**src/rtl/gate_preact_mac.sv**
```systemverilog
// LSTM gate pre-activation MAC: y = sum(w[k]*x[k]) + bias, rounded and saturated
// to the D_WL/D_FL format. Pipeline: multiply, accumulate, round/saturate.
module gate_preact_mac #(
    parameter int D_WL   = 16,
    parameter int D_FL   = 12,
    parameter int ACC_WL = 40,
    parameter int N_MAX  = 256
) (
    input  logic            clk,
    input  logic            rst,
    input  logic            in_valid,
    input  logic            in_last,
    input  logic [D_WL-1:0] w,
    input  logic [D_WL-1:0] x,
    input  logic [D_WL-1:0] bias,
    output logic [D_WL-1:0] d_o,
    output logic            o_valid,
    output logic            sat,
    output logic            len_err
);

    localparam int CNT_W = $clog2(N_MAX + 1);
    localparam logic [CNT_W-1:0] CNT_MAX = CNT_W'(N_MAX);

    localparam logic signed [ACC_WL-1:0] RND_HALF = {{(ACC_WL-1){1'b0}}, 1'b1} << (D_FL - 1);
    localparam logic signed [ACC_WL-1:0] Y_MAX    = {{(ACC_WL-D_WL+1){1'b0}}, {(D_WL-1){1'b1}}};
    localparam logic signed [ACC_WL-1:0] Y_MIN    = {{(ACC_WL-D_WL+1){1'b1}}, {(D_WL-1){1'b0}}};

    logic signed [2*D_WL-1:0] p;
    logic                     v1;
    logic                     l1;
    logic        [D_WL-1:0]   b1;
    logic signed [ACC_WL-1:0] acc;
    logic signed [ACC_WL-1:0] fin;
    logic                     v2;
    logic signed [ACC_WL-1:0] p_ext;
    logic signed [ACC_WL-1:0] b_ext;
    logic signed [ACC_WL-1:0] rnd;
    logic        [CNT_W-1:0]  cnt;

    // Product carries 2*D_FL fraction bits, so the bias is aligned by D_FL.
    assign p_ext = {{(ACC_WL-2*D_WL){p[2*D_WL-1]}}, p};
    assign b_ext = {{(ACC_WL-D_WL){b1[D_WL-1]}}, b1} << D_FL;
    assign rnd   = (fin + RND_HALF) >>> D_FL;

    // S1 control: valids clear on reset.
    always_ff @(posedge clk) begin
        if (rst) begin
            v1 <= 1'b0;
            l1 <= 1'b0;
        end else begin
            v1 <= in_valid;
            l1 <= in_valid & in_last;
        end
    end

    // NOTE: pure datapath registers carry no reset; they are only consumed when
    // a reset-cleared valid qualifies them, so resetting them buys nothing.
    always_ff @(posedge clk) begin
        p <= $signed(w) * $signed(x);
        if (in_valid && in_last)
            b1 <= bias;
        if (v1 && l1)
            fin <= acc + p_ext + b_ext;
    end

    // S2: accumulator clears on the last element so the next vector can follow directly.
    always_ff @(posedge clk) begin
        if (rst) begin
            acc <= '0;
            v2  <= 1'b0;
        end else begin
            v2 <= v1 & l1;
            if (v1) begin
                if (l1)
                    acc <= '0;
                else
                    acc <= acc + p_ext;
            end
        end
    end

    // S3: round-half-up already applied in rnd; clamp to the output range.
    always_ff @(posedge clk) begin
        if (rst) begin
            d_o     <= '0;
            o_valid <= 1'b0;
            sat     <= 1'b0;
        end else begin
            o_valid <= v2;
            sat     <= 1'b0;
            if (v2) begin
                if (rnd > Y_MAX) begin
                    d_o <= {1'b0, {(D_WL-1){1'b1}}};
                    sat <= 1'b1;
                end else if (rnd < Y_MIN) begin
                    d_o <= {1'b1, {(D_WL-1){1'b0}}};
                    sat <= 1'b1;
                end else begin
                    d_o <= rnd[D_WL-1:0];
                end
            end
        end
    end

    // Element counter saturates at N_MAX; len_err is sticky until reset.
    always_ff @(posedge clk) begin
        if (rst) begin
            cnt     <= '0;
            len_err <= 1'b0;
        end else if (in_valid) begin
            if (cnt == CNT_MAX)
                len_err <= 1'b1;
            if (in_last)
                cnt <= '0;
            else if (cnt != CNT_MAX)
                cnt <= cnt + 1'b1;
        end
    end

endmodule

```
**config.mk**
```make
export PLATFORM = sky130hd
export DESIGN_NAME = gate_preact_mac
export DESIGN_NICKNAME = d
export VERILOG_FILES = /design/src/rtl/gate_preact_mac.sv
export SDC_FILE = /design/constraint.sdc
export NUM_CORES = 1
export LEC_CHECK = 0
export ABC_AREA = 1
export BUFFER_PORTS_ARGS = -buffer_cell sky130_fd_sc_hd__buf_2
export CAP_MARGIN = 30
export CORE_MARGIN = 4
export CORE_UTILIZATION = 30
export DETAILED_ROUTE_END_ITERATION = 8
export GPL_TIMING_DRIVEN = 0
export PLACE_DENSITY = 0.43
export SLEW_MARGIN = 30
export SYNTH_ARGS = -nofsm -noshare
export SYNTH_HDL_FRONTEND = slang
export SYNTH_SLANG_ARGS = --single-unit
export TNS_END_PERCENT = 10
```
**constraint.sdc**
```tcl
create_clock -name clk -period 6.5 [get_ports clk]
set_clock_uncertainty 0.05 [all_clocks]
set_input_delay 0.65 -clock clk [delete_from_list [all_inputs] [get_ports clk]]
set_output_delay 0.65 -clock clk [all_outputs]
set_load 0.02 [all_outputs]
```
* After elaboration in Yosys (flattened, before gate mapping)
Cells that the tools add are included.
** Word-level totals
- Register bits after elaboration :: 159
- Input bits :: 52
- Output and inout bits :: 19
- Word-level logic and storage cells :: 37
** Cells by class
- Add/subtract/negate cells :: 4
- Multipliers :: 1
- Order comparisons :: 2
- Eq/ne operators :: 2
- Muxes and demuxes :: 7
- Bitwise logic cells :: 3
- Reductions and logical operators :: 6
** Operators with widths (count)
- 40-bit by 13-bit adder with 40-bit output (second input constant) :: 1
- 40-bit by 28-bit adder with 40-bit output :: 1
- 40-bit by 32-bit adder with 40-bit output :: 1
- 40-bit 2-to-1 mux :: 1
- 16-bit by 16-bit multiplier with 32-bit output :: 1
- 16-bit 2-to-1 mux :: 2
- 28-bit by 16-bit greater-than comparator with 1-bit output (second input constant) :: 1
- 28-bit by 16-bit < comparator with 1-bit output (second input constant) :: 1
- 9-bit 2-to-1 mux :: 2
- 9-bit by 1-bit adder with 9-bit output (second input constant) :: 1
- 9-bit equality test (second input constant) :: 1
- 9-bit != test (second input constant) :: 1
- 2-bit AND reduction :: 2
- 1-bit bitwise AND :: 2
- 1-bit logical AND :: 2
- 1-bit 2-to-1 mux :: 2
- 2-bit nonzero test :: 1
- 2-bit OR reduction :: 1
- 1-bit NOT :: 1

* Depth between registers and ports, before layout
- Depth after elaboration :: 4
- Gate-level depth with buffers :: 28
- Depth with buffers taken out :: 26

* Worst setup path after synthesis
OpenSTA, ideal clock, no wires.
- Path kind :: in2reg
- Start :: input w[15]
- End :: register p[30]
- Arrival time :: 6.020 ns
- Data required time :: 6.378 ns
- Slack :: 0.358 ns
- Stages on the path :: 23
- Path buffers :: 1
- Path through :: clkbuf_1 > nand2_1 > inv_1 > fa_1 > inv_1 > fa_1 > inv_1 > fa_1 > fa_1 > fa_1 > inv_1 > fa_1 > inv_1 > ha_1 > nand2_1 > nor4_1 > nand3_1 > nand3_1 > nand3_1 > nand2_1 > nand2_1 > nand2_1 > xor2_1
** Between the ends
- Word-level cells in the longest chain between the ends :: 1
** Ends and longest elaborated chain
- from (decl) :: line 13 : input logic [D_WL-1:0] w,
- 16-bit by 16-bit multiplier with 32-bit output :: line 60 : p <= $signed(w) * $signed(x);
- to (signal assigned) :: line 60
- to (decl) :: line 29 : logic signed [2*D_WL-1:0] p;
Every way passes these cells.
A chain may end at the register's enable or synchronous reset.

* Worst setup path after layout
- Start :: input w[9]
- End :: register p[25]
The elaborated chain is that of the path after synthesis.

==> flow_summary_export.csv <==
group,metric,value,unit
clock_network,cts_sinks,148,
setup_path,worstPathArrival,6.52,ns
floorplan,core,0.06493,sq mm
synthesis,synth-main-ff-cell,"dfxtp_1",
timing,clock.fmax,0.1602,GHz
final_layout,areaGrowthSynthToFinish,10.04,%
synthesis,syn-instance-count,2644,
floorplan,die_area,0.07016,sq mm
clock_network,root_buffer,"clkbuf_16",
timing,finalHoldViolCount,0,
synthesis,avgSynthCellArea,7.487,sq um
global_route,grt_max_degree,30,
global_route,grt_pass1_wl,95.85,mm
routing,via_count,16230,
setup_path,crit_top_cell,"fa_1",
timing,hold_ws,0.3345,ns
timing,maxSlewViolCount,0,
placed_design,post-dp-hpwl,52.18,mm
flow_run,cap_viol_max_count,0,
clock_network,htreeDepth,4,
routing,drt_iter0_drc,758,
routing,dr.pass1.iters,4,
floorplan,fp.dieH,264.9,um
clock_network,insertion_delay,0.44,ns
synthesis,synth_edf_count,45,
setup_path,worst_setup_path_start_kind,"input port",
synthesis,syn_area,0.01980,sq mm
synthesis,async_flop_share,0,
global_route,overflow,0,
floorplan,start_util,0.3049,
placed_design,port_buffers,45,
floorplan,row_count,93,
final_layout,drive_gt1_frac,0.06174,
timing,worstMarginPinSlew,0.7623,ns
synthesis,synth_top_area_frac,0.2670,
min_path,hold_class,"input port to flop",
clock_network,numCtsBuffers,17,
status,status,"completed",
clock_network,clkTransAtPathRegs,0.07,ns
routing,drc,0,
routing,wl_per_cell,16.78,um
setup_path,required,6.78,ns
synthesis,ys_seq_elements,148,
setup_path,crit_chain,"buf_2 -> clkbuf_2 -> nand2_1 -> fa_1 -> inv_1 -> fa_1 -> fa_1 -> fa_1 -> fa_1 -> inv_1 -> fa_1 -> inv_1 -> ha_1 -> a21oi_1 -> a21boi_0 -> o21ai_0 -> a21oi_2 -> nor2_1 -> nor2_1 -> o21ai_1 -> xor2_1",
global_route,track_usage,0.1733,
setup_path,path_max_fanout,10,
timing,fin_crit,6.242,ns
floorplan,io_pins,71,
synthesis,synthDistinctLibCells,46,
synthesis,synth.top_cells.by_count,"nand2_1 (639), inv_1 (618), fa_1 (264)",
timing,setup_viol_count_final,0,
synthesis,yosysWarningCount,0,
routing,ant_nets,0,
setup_path,end_kind,"flop",
setup_path,r2r_cells,19,
final_layout,final_nets,3175,
global_route,grt_pass1_vias,17300,
timing,rsz0062_at_grt,"false",
clock_network,clock_path_buffers,2,
min_path,hold_path_depth,1,
timing,slew_headroom,0.4912,
clock_network,ctsHoldBuffers,0,
routing,drt-total-wl,60.01,mm
setup_path,path_class,"input port to flop",
setup_path,crit_slowest_cell,"fa_1",
synthesis,synth_top_area_cell,"fa_1",
placed_design,gp_congestion,0.9030,
timing,fin_crit_sh,0.9604,
synthesis,synthTopCellsByArea,"fa_1 (27%), nand2_1 (12%), inv_1 (12%), dfxtp_1 (10%), ha_1 (9.5%)",
final_layout,antenna_cells,0,
global_route,antenna_found_initial,0,
clock_network,cts_tree,"built",
floorplan,die_x,264.9,um
synthesis,yosysMostFrequentCell,"nand2_1",
synthesis,ys_seq_area_frac,0.1724,
routing,post_drt_via_cell_ratio,4.539,
setup_path,slowest_delay,0.56,ns
synthesis,synth_fp_nets,3111,
==> registers in the layout, indices dropped and copies added, names as in the netlist <==
name,count
acc,40
b1,16
cnt,9
d_o,16
fin,29
l1,1
len_err,1
o_valid,1
p,32
sat,1
v1,1
v2,1
==> path summary, 6_finish.rpt <==
| kind | from | end | slack, ns |
|---|---|---|---|
| min | bias[9] | b1[9]$_DFFE_PP_ | 0.33 |
| max | w[9] | p[25]$_DFF_P_ | 0.26 |
| min reg2reg | len_err$_SDFFE_PP0P_ | len_err$_SDFFE_PP0P_ | 0.41 |
| max reg2reg | p[0]$_DFF_P_ | fin[36]$_DFFE_PP_ | 1.58 |
==> per-layer routing <==
metal / global-route usage / share of wire
met1: 0.2199 / 0.45
met2: 0.3160 / 0.50
met3: 0.01866 / 0.029
met4: 0.04169 / 0.023
met5: 0 / 0
==> cell usage in the layout, fill, tap and decap left out, drive strengths merged <==
master	netlist	final
and2	8	8
a221oi	1	1
clkinvlp	0	2
nand2	644	644
o21bai	13	13
clkbuf	70	90
nand3b	6	6
and3	1	1
or2	15	15
o31ai	1	1
nor3	26	26
dfxtp	103	103
a31oi	8	8
nor3b	4	4
a21boi	14	14
clkinv	1	6
nand3	90	90
o211ai	3	3
o21a	4	4
buf	3	52
a211oi	1	1
o211a	1	1
fa	264	264
o221ai	1	1
a21o	16	16
ha	151	151
nor2	171	171
xnor2	38	38
o21ai	69	69
inv	620	621
nand4	11	11
nor4	8	8
a21oi	172	172
edfxtp	45	45
xor2	61	61
==> what timing repair did <==
action,in CTS,in global routing
cloned,0,0
buffers inserted,0,1
endpoints found under the setup margin,12,10
resized for setup,30,63
==> cell type report <==
class	instances	area (sq um)
fill	7051	43150
tap	855	1070
timing repair buffer	46	232.7
inverter	621	2335
clock inverter	8	62.56
multi-input combinational	1802	13800
buffer	72	347.8
sequential	148	3413
clock buffer	24	525.5
==> per-stage QoR <==
step                setup WS, ns  instances  instance area, sq um  TNS [ns]  utilization
detailed placement       -0.8765       3544                 21090    -9.330       0.3248
floorplan                 0.3583       2644                 19800         0            -
global route             0.03426       3576                 21780         0       0.3355
global placement         -0.8435       3544                 21090    -8.938       0.3248
CTS                     0.006750       3575                 21720         0       0.3345
finish                    0.2577       3576                 21780         0       0.3355
==> cells by family (layout without fill, tap and decap cells) <==
kind of cell             after synthesis  after routing  synth area share
AO/OA/AOI/OAI                        304            304           0.08514
XOR/XNOR                              99             99           0.04380
adder cells (fa/ha/maj)              415            415            0.3624
buffers and inverters                694            771            0.1317
flip-flops                           148            148            0.1724
AND/OR/NAND/NOR                      984            984            0.2045
==> worst max-delay path, delay by kind of cell <==
family	cells	cell delay [ns]
and+or+nand+nor	3	0.37
buffers and inverters	5	0.74
xor gates and xnor gates	1	0.14
adders and majority gates	7	3.52
AOI/OAI and AO/OA	5	1.06
Power is left out: the tool's default activity adds up to more than one toggle a clock period on the data nets, which glitch-free logic cannot reach.
